File: src/rtl/psr_unit_pkg.sv
`default_nettype none
// ============================================================================
//  Module      : psr_unit_pkg
//  Description : Shared definitions for the processor status register stage:
//                flag bit indices, condition-code enum, PSR state typedef and
//                the ALU controller opcode constants used by decode.
//  Revision    : 1.0 - initial release
// ============================================================================
package psr_unit_pkg;

    // Flag vector bit order is {C,L,F,Z,N}
    localparam int FLAG_C = 4;
    localparam int FLAG_L = 3;
    localparam int FLAG_F = 2;
    localparam int FLAG_Z = 1;
    localparam int FLAG_N = 0;

    typedef enum logic [3:0] {
        COND_EQ = 4'b0000,
        COND_NE = 4'b0001,
        COND_CS = 4'b0010,
        COND_CC = 4'b0011,
        COND_HI = 4'b0100,
        COND_LS = 4'b0101,
        COND_GT = 4'b0110,
        COND_LE = 4'b0111,
        COND_FS = 4'b1000,
        COND_FC = 4'b1001,
        COND_LO = 4'b1010,
        COND_HS = 4'b1011,
        COND_LT = 4'b1100,
        COND_GE = 4'b1101,
        COND_UC = 4'b1110,
        COND_NV = 4'b1111
    } cond_e;

    typedef enum logic [0:0] {
        NORMAL = 1'b0,
        SAVED  = 1'b1
    } psr_state_e;

    // ALU controller opcodes, kept here so decode and the PSR stage agree
    localparam logic [4:0] OP_ADD   = 5'h00;
    localparam logic [4:0] OP_ADDC  = 5'h01;
    localparam logic [4:0] OP_SUB   = 5'h02;
    localparam logic [4:0] OP_SUBC  = 5'h03;
    localparam logic [4:0] OP_CMP   = 5'h04;
    localparam logic [4:0] OP_AND   = 5'h05;
    localparam logic [4:0] OP_OR    = 5'h06;
    localparam logic [4:0] OP_XOR   = 5'h07;
    localparam logic [4:0] OP_SHIFT = 5'h08;
    localparam logic [4:0] OP_BCOND = 5'h10;
    localparam logic [4:0] OP_JCOND = 5'h11;
    localparam logic [4:0] OP_SCOND = 5'h12;

endpackage
`default_nettype wire

File: src/rtl/psr_unit_if.sv
`default_nettype none
// ============================================================================
//  Module      : psr_if
//  Description : Bus between the ALU controller and the PSR stage.
//                master = controller side (drives requests, reads flags)
//                slave  = psr_unit side
//                Requests : wr_valid, stall, psr_wr_en, flags_in, cond,
//                           save, restore
//                Results  : psr, carry, cond_true, shadow, shadow_valid,
//                           nest_err
//  Revision    : 1.0 - initial release
// ============================================================================
interface psr_if #(
    parameter int FLAG_W = 5,
    parameter int COND_W = 4
);
    logic              wr_valid;
    logic              stall;
    logic [FLAG_W-1:0] psr_wr_en;
    logic [FLAG_W-1:0] flags_in;
    logic [COND_W-1:0] cond;
    logic              save;
    logic              restore;
    logic [FLAG_W-1:0] psr;
    logic              carry;
    logic              cond_true;
    logic [FLAG_W-1:0] shadow;
    logic              shadow_valid;
    logic              nest_err;

    modport master (
        output wr_valid, stall, psr_wr_en, flags_in, cond, save, restore,
        input  psr, carry, cond_true, shadow, shadow_valid, nest_err
    );

    modport slave (
        input  wr_valid, stall, psr_wr_en, flags_in, cond, save, restore,
        output psr, carry, cond_true, shadow, shadow_valid, nest_err
    );
endinterface
`default_nettype wire

File: src/rtl/psr_unit_cond_eval.sv
`default_nettype none
// ============================================================================
//  Module      : cond_eval
//  Description : Combinational evaluation of a 4-bit branch/jump/set
//                condition code against the {C,L,F,Z,N} flags.
//                Ports: flags (in), cond (in), cond_true (out)
//  Revision    : 1.0 - initial release
// ============================================================================
module cond_eval
    import psr_unit_pkg::*;
#(
    parameter int FLAG_W = 5,
    parameter int COND_W = 4
) (
    input  logic [FLAG_W-1:0] flags,
    input  logic [COND_W-1:0] cond,
    output logic              cond_true
);
    cond_e w_code;
    logic  w_c, w_l, w_f, w_z, w_n;

    assign w_code = cond_e'(cond[3:0]);
    assign w_c    = flags[FLAG_C];
    assign w_l    = flags[FLAG_L];
    assign w_f    = flags[FLAG_F];
    assign w_z    = flags[FLAG_Z];
    assign w_n    = flags[FLAG_N];

    always_comb begin
        cond_true = 1'b0;
        case (w_code)
            COND_EQ: cond_true = w_z;
            COND_NE: cond_true = ~w_z;
            COND_CS: cond_true = w_c;
            COND_CC: cond_true = ~w_c;
            COND_HI: cond_true = w_l;
            COND_LS: cond_true = ~w_l;
            COND_GT: cond_true = w_n;
            COND_LE: cond_true = ~w_n;
            COND_FS: cond_true = w_f;
            COND_FC: cond_true = ~w_f;
            COND_LO: cond_true = ~w_l & ~w_z;
            COND_HS: cond_true = w_l | w_z;
            COND_LT: cond_true = ~w_n & ~w_z;
            COND_GE: cond_true = w_n | w_z;
            COND_UC: cond_true = 1'b1;
            COND_NV: cond_true = 1'b0;
            default: cond_true = 1'b0;
        endcase
    end
endmodule
`default_nettype wire

File: src/rtl/psr_unit.sv
`default_nettype none
// ============================================================================
//  Module      : psr_unit
//  Description : Processor status register stage. Holds the C,L,F,Z,N flags
//                with per-flag write enables, evaluates branch conditions and
//                keeps a one-deep shadow copy for exception entry/return.
//                Ports: clk, reset_n (sync, active-low), bus (psr_if.slave)
//                Optional macro PSR_FWD_EN: cond_true/carry see the bypassed
//                next-flag value instead of the registered flags.
//  Revision    : 1.0 - initial release
// ============================================================================
module psr_unit
    import psr_unit_pkg::*;
#(
    parameter int FLAG_W = 5,
    parameter int COND_W = 4
) (
    input  logic     clk,
    input  logic     reset_n,
    psr_if.slave     bus
);
    psr_state_e        r_state;
    psr_state_e        w_state_next;
    logic [FLAG_W-1:0] r_psr;
    logic [FLAG_W-1:0] r_shadow;
    logic              r_nest_err;
    logic [FLAG_W-1:0] w_psr_next;
    logic [FLAG_W-1:0] w_shadow_next;
    logic              w_err_next;
    logic              w_upd;
    logic [FLAG_W-1:0] w_cond_src;

    assign w_upd = bus.wr_valid & ~bus.stall;

    // Next-state logic. A legal restore overrides any same-cycle flag write;
    // every illegal request only raises the sticky error.
    always_comb begin
        w_state_next  = r_state;
        w_shadow_next = r_shadow;
        w_err_next    = r_nest_err;
        w_psr_next    = r_psr;
        if (w_upd) begin
            w_psr_next = (r_psr & ~bus.psr_wr_en) | (bus.flags_in & bus.psr_wr_en);
        end
        if (!bus.stall) begin
            if (bus.save && bus.restore) begin
                w_err_next = 1'b1;
            end else if (bus.save) begin
                if (r_state == NORMAL) begin
                    w_shadow_next = r_psr;
                    w_state_next  = SAVED;
                end else begin
                    w_err_next = 1'b1;
                end
            end else if (bus.restore) begin
                if (r_state == SAVED) begin
                    w_psr_next   = r_shadow;
                    w_state_next = NORMAL;
                end else begin
                    w_err_next = 1'b1;
                end
            end
        end
    end

    always_ff @(posedge clk) begin
        if (!reset_n) begin
            r_state    <= NORMAL;
            r_psr      <= '0;
            r_shadow   <= '0;
            r_nest_err <= 1'b0;
        end else begin
            r_state    <= w_state_next;
            r_psr      <= w_psr_next;
            r_shadow   <= w_shadow_next;
            r_nest_err <= w_err_next;
        end
    end

`ifdef PSR_FWD_EN
    // Bypass: restore precedence is already folded into w_psr_next
    assign w_cond_src = w_psr_next;
`else
    assign w_cond_src = r_psr;
`endif

    cond_eval #(
        .FLAG_W (FLAG_W),
        .COND_W (COND_W)
    ) u_cond_eval (
        .flags     (w_cond_src),
        .cond      (bus.cond),
        .cond_true (bus.cond_true)
    );

    assign bus.carry        = w_cond_src[FLAG_C];
    assign bus.psr          = r_psr;
    assign bus.shadow       = r_shadow;
    assign bus.shadow_valid = (r_state == SAVED);
    assign bus.nest_err     = r_nest_err;
endmodule
`default_nettype wire

File: src/flat_wrapper.sv
// flat-port wrapper written by rule: the top's interface ports become plain ports
module psr_unit_flat import psr_unit_pkg::*;
#(
    parameter int FLAG_W = 5,
    parameter int COND_W = 4
)
  (clk, reset_n, bus_wr_valid, bus_stall, bus_psr_wr_en, bus_flags_in, bus_cond, bus_save, bus_restore, bus_psr, bus_carry, bus_cond_true, bus_shadow, bus_shadow_valid, bus_nest_err);
  psr_if #(.FLAG_W(FLAG_W), .COND_W(COND_W)) bus_i ();
  input  logic clk;
  input  logic reset_n;
  input wire logic [$bits(bus_i.wr_valid)-1:0] bus_wr_valid;
  input wire logic [$bits(bus_i.stall)-1:0] bus_stall;
  input wire logic [$bits(bus_i.psr_wr_en)-1:0] bus_psr_wr_en;
  input wire logic [$bits(bus_i.flags_in)-1:0] bus_flags_in;
  input wire logic [$bits(bus_i.cond)-1:0] bus_cond;
  input wire logic [$bits(bus_i.save)-1:0] bus_save;
  input wire logic [$bits(bus_i.restore)-1:0] bus_restore;
  output wire logic [$bits(bus_i.psr)-1:0] bus_psr;
  output wire logic [$bits(bus_i.carry)-1:0] bus_carry;
  output wire logic [$bits(bus_i.cond_true)-1:0] bus_cond_true;
  output wire logic [$bits(bus_i.shadow)-1:0] bus_shadow;
  output wire logic [$bits(bus_i.shadow_valid)-1:0] bus_shadow_valid;
  output wire logic [$bits(bus_i.nest_err)-1:0] bus_nest_err;
  assign bus_i.wr_valid = bus_wr_valid;
  assign bus_i.stall = bus_stall;
  assign bus_i.psr_wr_en = bus_psr_wr_en;
  assign bus_i.flags_in = bus_flags_in;
  assign bus_i.cond = bus_cond;
  assign bus_i.save = bus_save;
  assign bus_i.restore = bus_restore;
  assign bus_psr = bus_i.psr;
  assign bus_carry = bus_i.carry;
  assign bus_cond_true = bus_i.cond_true;
  assign bus_shadow = bus_i.shadow;
  assign bus_shadow_valid = bus_i.shadow_valid;
  assign bus_nest_err = bus_i.nest_err;
  psr_unit #(.FLAG_W(FLAG_W), .COND_W(COND_W)) u_core (.clk(clk), .reset_n(reset_n), .bus(bus_i));
endmodule
File: config.mk
export PLATFORM = sky130hd
export DESIGN_NAME = psr_unit_flat
export DESIGN_NICKNAME = d
export VERILOG_FILES = /design/src/rtl/psr_unit_pkg.sv /design/src/rtl/psr_unit_if.sv /design/src/rtl/psr_unit_cond_eval.sv /design/src/rtl/psr_unit.sv /design/src/flat_wrapper.sv
export SDC_FILE = /design/constraint.sdc
export NUM_CORES = 1
export LEC_CHECK = 0
export CAP_MARGIN = 20
export CORE_UTILIZATION = 38
export DETAILED_ROUTE_END_ITERATION = 12
export PLACE_DENSITY = 0.74
export SYNTH_ARGS = -nofsm -noshare
export SYNTH_HDL_FRONTEND = slang
export SYNTH_SLANG_ARGS = --single-unit
File: constraint.sdc
create_clock -name clk -period 2.7 [get_ports clk]
set_clock_uncertainty 0.05 [all_clocks]
set_input_delay 0.54 -clock clk [delete_from_list [all_inputs] [get_ports clk]]
set_output_delay 0.54 -clock clk [all_outputs]
set_load 0.1 [all_outputs]
== Word level (Yosys, flattened, before mapping) ==
Cells that the tools add are included.
Word-level totals
  word-level logic and storage cells: 59
  bits in registers: 12
Cells by class
  muxes and demuxes: 14
  equal/unequal tests: 17
  bitwise logic cells: 17
  reductions and logical operators: 7
Operators with widths (number)
  $eq A4 B4 Y1 const B: 8
  $mux W5: 6
  $eq A4 B3 Y1 const B: 4
  $pmux W1 S16: 1
  $and A5 B5 Y5: 2
  $eq A4 B2 Y1 const B: 2
  $not A1 Y1: 8
  $reduce_and A4 Y1: 2
  $mux W1: 7
  $not A5 Y5: 1
  $or A5 B5 Y5: 1
  $eq A4 B1 Y1 const B: 1
  $logic_not A4 Y1: 1
  $and A1 B1 Y1: 3
  $ne A3 B1 Y1 const B: 1
  $ne A3 B3 Y1 const B: 1
  $reduce_and A3 Y1: 1
  $reduce_bool A3 Y1: 1
  $or A1 B1 Y1: 2
  $reduce_bool A2 Y1: 1
  $logic_and A1 B1 Y1: 1

== Depth between registers and ports, before layout ==
Gate-level depths: netlist (run 1).
  depth in word-level cells: 9
  mapped depth: 6
  gate-level depth less buffers: 5

== Modules after synthesis ==
Synthesis (run 1) repeated with hierarchy kept, for this count alone.
Unflattened totals
  cells, all modules: 82
  area total of the unflattened synthesis: 799.5 µm²
By module, submodules not included
  psr_unit: area an instance 615.6 µm², sequential area each 240.2 µm², times used 1, cells each 59
  cond_eval: area an instance 183.9 µm², sequential area each 0.0 µm², times used 1, cells each 23

== Worst setup path after synthesis (run 1) ==
OpenSTA, ideal clock, no wires.
  path type: reg2out
  from: reg u_core.r_psr[0], in the netlist u_core.bus.psr[0]
  to: out bus_cond_true
  stages on the path, launching flop included: 5
  data required time: 2.110 ns
  data arrival time: 3.525 ns
  path slack: -1.415 ns
  path buffers: 0
  cells stage by stage: dfxtp_1 > a21oi_1 > o22ai_1 > a31oi_1 > o21ai_0
Between the ends
  longest elaborated chain between the ends: 3
  elaborated cells on any way between the ends: 4
Ends and longest elaborated chain
  start, declared: RTL line psr_unit.sv:24  | logic [FLAG_W-1:0] r_psr;
  start signal, assigned: RTL line psr_unit.sv:74  | r_psr <= w_psr_next;
  $not A1 Y1: RTL line psr_unit_cond_eval.sv:39, psr_unit_cond_eval.sv:44
  $and A1 B1 Y1: RTL line psr_unit_cond_eval.sv:44  | COND_LT: cond_true = ~w_n & ~w_z;
  $pmux W1 S16 (*): RTL line psr_unit_cond_eval.sv:31  | case (w_code)
  end, declared: RTL line flat_wrapper.sv:20  | output wire logic [$bits(bus_i.cond_true)-1:0] bus_cond_true;
Mark *: on every way between the ends. The rest lies on a longest branch, timed or not.

== Final worst setup path (run 1) ==
  from: in bus_cond[0]
  to: out bus_cond_true
Between the ends
  longest elaborated chain between the ends: 2
  elaborated cells on any way between the ends: 17
Ends and longest elaborated chain
  start, declared: RTL line flat_wrapper.sv:15  | input wire logic [$bits(bus_i.cond)-1:0] bus_cond;
  $eq A4 B4 Y1 (tied with other cells): RTL line psr_unit_cond_eval.sv:31
  $pmux W1 S16 (*): RTL line psr_unit_cond_eval.sv:31
Marked as above.

==> impl_metrics.yaml, run 1 <==
clocking:
  cts_htree_levels: 1
  tritoncts: "done"
  clk_latency_ns: 0.25
  path_clk_slew_ns: 0.06
  clock-root-buffer: "clkbuf_4"
  cts_buffer_depth: 2
  cts.sinks: 12
  cts_buffers: 3
synthesis:
  syn_avg_cell_area_um2: 8.081
  synth_area_leaders: "dfxtp_1 31%, mux2i_1 9.0%, nor2b_1 7.3%, nand3_1 7.1%, o211a_1 6.5%"
  synth-seq-cells: 12
  synth_fp_nets: 119
  ys_types: 25
  syn-cell-area_um2: 775.7
  yosysTopAreaCellShare_pct: 30.97
  synth_most_common_cell: "dfxtp_1"
  synth_edf_count: 0
  synth_cells: 96
  yosysSeqAreaShare_pct: 30.97
  synthTopCellsByCount: "12 x dfxtp_1, 11 x nand2_1, 11 x nand3_1"
  ys_warn_count: 0
  yosysTopAreaCell: "dfxtp_1"
  async_reset_ff_share_pct: 0
  synth_flop_cell: "dfxtp_1"
grt:
  grt_pass1_vias: 720
  antenna_found_initial: 0
  track_usage_pct: 19.95
  grt_pass1_wl_um: 3167
  grt_max_degree: 13
  gr-total-overflow: 0
floorplanning:
  core-area_um2: 1821
  rows: 15
  initial_core_util_pct: 42.61
  die_area_um2: 2226
  ioPinCount: 34
  die_x_um: 47.18
  die_y_um: 47.18
timing:
  setup_slack_ns: 0.1743
  drv_slew: 0
  setup_viol: 0
  rsz0062_at_grt: "false"
  min_period_ns: 2.526
  relSlewSlack_pct: 67.37
  tns_ns: 0
  period_share_pct: 93.54
  hold_violations: 0
  fmax_mhz: 395.9
  tightest_slew_ns: 0.4858
drt:
  via_per_inst: 5.253
  wl_per_cell_um: 12.20
  drc: 0
  vias: 809
  ant_nets: 0
  routed_wl_um: 1879
  first_iter_violations: 28
  drt-pass1-iter-count: 4
finish:
  antenna_cells: 0
  fillers: 175
  synthToLayoutAreaGrowth_pct: 48.39
  register_area_um2: 241.5
  nets: 154
  multi_input_area_um2: 503.0
  drive_above_1_share_pct: 19.38
critical_path:
  end_kind: "output pin"
  critPathLaunchType: "primary input"
  cp.arrival_ns: 1.94
  cp_cell_sequence: "clkdlybuf4s50_1 > inv_1 > o2111ai_1 > o21ai_0 > a31oi_1 > o21ai_4 > buf_12"
  rr_worst_depth: 2
  crit_slowest_cell: "clkdlybuf4s50_1"
  cpPeakStageDelay_ns: 0.56
  crit_type: "primary input to output pin"
  worst-path-max-fanout: 5
  critPathRequiredTime_ns: 2.11
worst_hold_path:
  holdPathStages: 2
  hp-class: "flip-flop to flip-flop"
place:
  pre_cts_ws_ns: 0.01242
  gp_congestion: 0.8485
  hpwl_um: 1450
  io_buffers: 33
outcome:
  status: "completed"
power:
  p_leak_uw: 0.0005272
  p_per_area_nw_per_um2: 402.7
  peakVddDrop_mv: 0.2406
job:
  max-cap-violations: 0
==> metal layers <==
layer | wire length (um) | up-vias | GRT usage, %
li1 | - | 412 | -
met2 | 869 | 28 | 31.39
met3 | 111 | 0 | 4.615
met5 | 0 | - | 0
met4 | 0 | 0 | 5.143
met1 | 898 | 369 | 27.48
==> through the flow <==
step                      cell area, um2  util, %  total power, uW  cells  hold slack, ns
after floorplan                    788.3        -            305.6     96          0.6182
after global placement              1121    61.58            365.1    151          0.4263
after detailed placement            1121    61.58            367.2    151          0.4427
after CTS                           1144    62.82            470.3    154          0.4627
after global routing                1151    63.23            492.9    154          0.5117
final                               1151    63.23            463.6    154          0.4523
==> cell usage in the layout, fill, tap and decap left out, drive strengths merged, types with 2 or more instances in the layout <==
cell           netlist  layout
clkbuf               3       3
a31oi                2       2
a21boi               2       2
o211a                5       5
a311oi               2       2
mux2i                7       7
o21ai                7       7
dlymetal6s2s         0       3
nor4                 2       2
nor2b                9       9
ha                   3       3
buf                  3      17
clkdlybuf4s50        0      16
nor2                 5       5
nand2               11      11
nand3               11      11
inv                  4       4
dfxtp               12      12
a21oi                3       3
==> path summary, 6_finish.rpt <==
check	from	endpoint	slack, ns
setup / recovery	bus_cond[0]	bus_cond_true	0.17
hold / removal	u_core.bus.nest_err	u_core.bus.nest_err	0.45
setup reg to reg	u_core.bus.shadow_valid	u_core.bus.psr[2]	1.31
hold reg to reg	u_core.bus.nest_err	u_core.bus.nest_err	0.45
==> layout make-up <==
type | instances | share of cell area [%]
Multi-Input combinational cell | 74 | 43.70
Sequential cell | 12 | 20.98
Timing Repair Buffer | 36 | 29.35
Clock buffer | 3 | 1.957
Inverter | 4 | 1.304
Tap cell | 25 | 2.717
==> where the power goes <==
part           total (uW)  internal [uW]  switching (uW)
combinational         171           66.3             105
clock                 101           51.4            49.4
sequential            192            183            8.57
==> kinds of logic after synthesis <==
family | count (synthesis) | share of synthesized area [%]
compound gates | 23 | 20.64
fa+ha+maj | 3 | 4.839
buf+inv | 10 | 5.645
flops | 12 | 30.97
mux | 8 | 10.48
simple gates | 40 | 27.42
==> registers in the layout, indices dropped and copies added (netlist names) <==
register / flops
u_core.bus.shadow: 5
u_core.bus.nest_err: 1
u_core.bus.shadow_valid: 1
u_core.bus.psr: 5
==> worst max-delay path: cells and delay by family <==
family	cells	cell delay [ns]
buffers and inverters	3	0.82
AOI/OAI and AO/OA	4	0.57
==> repair_timing <==
item / in CTS / in global routing
resized for setup: 0 / 3
setup buffers: 0 / 0
endpoints found under the setup margin: 0 / 1
hold buffers: 0 / 0
Note: power is estimated with default switching activity, not from simulation.
==> run 2, diff against run 1 <==
==> constraint.sdc (replaced) <==
create_clock -name clk -period 2.7 [get_ports clk]
set_clock_uncertainty 0.05 [all_clocks]
set_input_delay 0.675 -clock clk [delete_from_list [all_inputs] [get_ports clk]]
set_output_delay 0.675 -clock clk [all_outputs]
set_load 0.1 [all_outputs]
==> run 2 against run 1 <==
Clock-buffer cell count unchanged. Worst setup slack worse by 0.026 ns. Final cell count up 3.9%. Highest routed layer is now met4. Register-to-register slack about the same. Largest power group unchanged. Critical path depth down 1. Core utilization up 2.3 points. Combinational power up 3%. Sequential power about the same.
==> impl_metrics.yaml, run 2 (same netlist as run 1, synthesis figures left out) <==
outcome:
  status: "completed"
clocking:
  tritoncts: "done"
  postCtsSetupBuffers: 0
  cts_buffer_depth: 2
  cts_hold_buffers: 0
  path_clk_slew_ns: 0.07
  clk_latency_ns: 0.27
  cts_htree_levels: 1
  cts_buffers: 3
  cts.sinks: 12
  clock-root-buffer: "clkbuf_4"
grt:
  track_usage_pct: 20.36
  grt_max_degree: 13
  antenna_found_initial: 0
  gr-total-overflow: 0
  grt_pass1_vias: 717
  grt_pass1_wl_um: 3125
critical_path:
  reg2reg_from: "u_core.bus.shadow_valid"
  crit_type: "primary input to output pin"
  worst-path-max-fanout: 4
  critPathRequiredTime_ns: 1.98
  worstSetupStartpoint: "bus_cond[0]"
  cp.arrival_ns: 1.83
  end_kind: "output pin"
  critPathLaunchType: "primary input"
drt:
  ant_nets: 0
  first_iter_violations: 9
  drc: 0
  via_per_inst: 5.194
  drt-pass1-iter-count: 4
  vias: 831
  wl_per_cell_um: 12.56
  routed_wl_um: 2009
place:
  io_buffers: 33
  gp_congestion: 0.8504
  hpwl_um: 1539
  pre_cts_ws_ns: -0.2546
finish:
  antenna_cells: 0
  nets: 160
  fin_util_pct: 65.57
  drive_above_1_share_pct: 29.63
  final_common_cell: "buf_4"
  final_cell_mix: "21 x buf_4, 15 x clkdlybuf4s50_1, 11 x nand2_1, 11 x nand3_1, 9 x nor2b_1"
  synthToLayoutAreaGrowth_pct: 53.87
  fillers: 170
timing:
  setup_slack_ns: 0.1480
  fmax_mhz: 391.9
  relSlewSlack_pct: 65.28
  drv_slew: 0
  rsz0062_at_grt: "false"
  hold_violations: 0
  setup_viol: 0
  min_period_ns: 2.552
  tightest_slew_ns: 0.5169
  period_share_pct: 94.52
  tns_ns: 0
floorplanning:
  core-area_um2: 1821
  die_x_um: 47.18
  ioPinCount: 34
  die_area_um2: 2226
  initial_core_util_pct: 42.61
  rows: 15
  die_y_um: 47.18
job:
  max-cap-violations: 0
power:
  peakVddDrop_mv: 0.4029
  p_per_area_nw_per_um2: 398.2
  p_leak_uw: 0.0005344
worst_hold_path:
  hp-class: "flip-flop to flip-flop"
  min_from: "u_core.bus.nest_err"
## run 2: timing repair
action / CTS / global route
pin swaps: 0 / 1
setup endpoints to repair: 1 / 1
hold endpoints to repair: 0 / 0
gates resized for setup: 7 / 6
## run 2: path summary, 6_finish.rpt
| check | slack (ns) | cells past startpoint | end |
|---|---|---|---|
| hold reg to reg | 0.44 | 2 | u_core.bus.nest_err |
| hold / removal | 0.44 | 2 | u_core.bus.nest_err |
| setup reg to reg | 1.30 | 3 | u_core.bus.shadow[2] |
| setup / recovery | 0.15 | 6 | bus_cond_true |
## run 2: critical path, stage by stage
cell and delay [ns]:
dlygate4sd2_1 0.28, buf_4 0.15, nor4_1 0.30, buf_4 0.19, o21ai_4 0.05, buf_12 0.17
## run 2: where the power goes
| group | total [uW] | leakage (uW) | switching, uW | internal, uW |
|---|---|---|---|---|
| clock network | 106 | 0.0000138 | 54.8 | 51.7 |
| registers | 192 | 0.0000998 | 8.73 | 184 |
| logic | 176 | 0.000421 | 108 | 69.0 |
## run 2: cell type report
type | count | area [um2] | share of cell area [%]
multi-input combinational | 74 | 515.5 | 43.19
timing repair buffer | 42 | 362.8 | 30.40
sequential | 12 | 246.5 | 20.65
tap | 25 | 31.28 | 2.621
clock buffer | 3 | 22.52 | 1.887
inverter | 4 | 15.01 | 1.258
## run 2: metal layers
metal  up-vias  track usage (%)  share of wire, %
li1        426                -                 -
met1       377            25.00                47
met2        26            34.17                46
met3         2            6.923               6.0
met4         0            5.143              0.40
met5         -                0                 0
## run 2: stage by stage
stage | power [uW] | std cells | cell area, um2 | hold slack, ns
after floorplan | 306.1 | 96 | 793.3 | 0.7329
after global placement | 370.1 | 157 | 1171 | 0.4260
after detailed placement | 372.7 | 157 | 1171 | 0.4297
after CTS | 478.4 | 160 | 1200 | 0.4490
after global routing | 503.1 | 160 | 1194 | 0.4928
final | 475.3 | 160 | 1194 | 0.4422
==> run 3, diff against run 2 <==
==> constraint.sdc (replaced) <==
create_clock -name clk -period 2.7 [get_ports clk]
set_clock_uncertainty 0.05 [all_clocks]
set_input_delay 0.54 -clock clk [delete_from_list [all_inputs] [get_ports clk]]
set_output_delay 0.54 -clock clk [all_outputs]
set_load 0.1 [all_outputs]
==> results of run 3 <==
Final layout, timing and power as in run 1 (identical DEF).
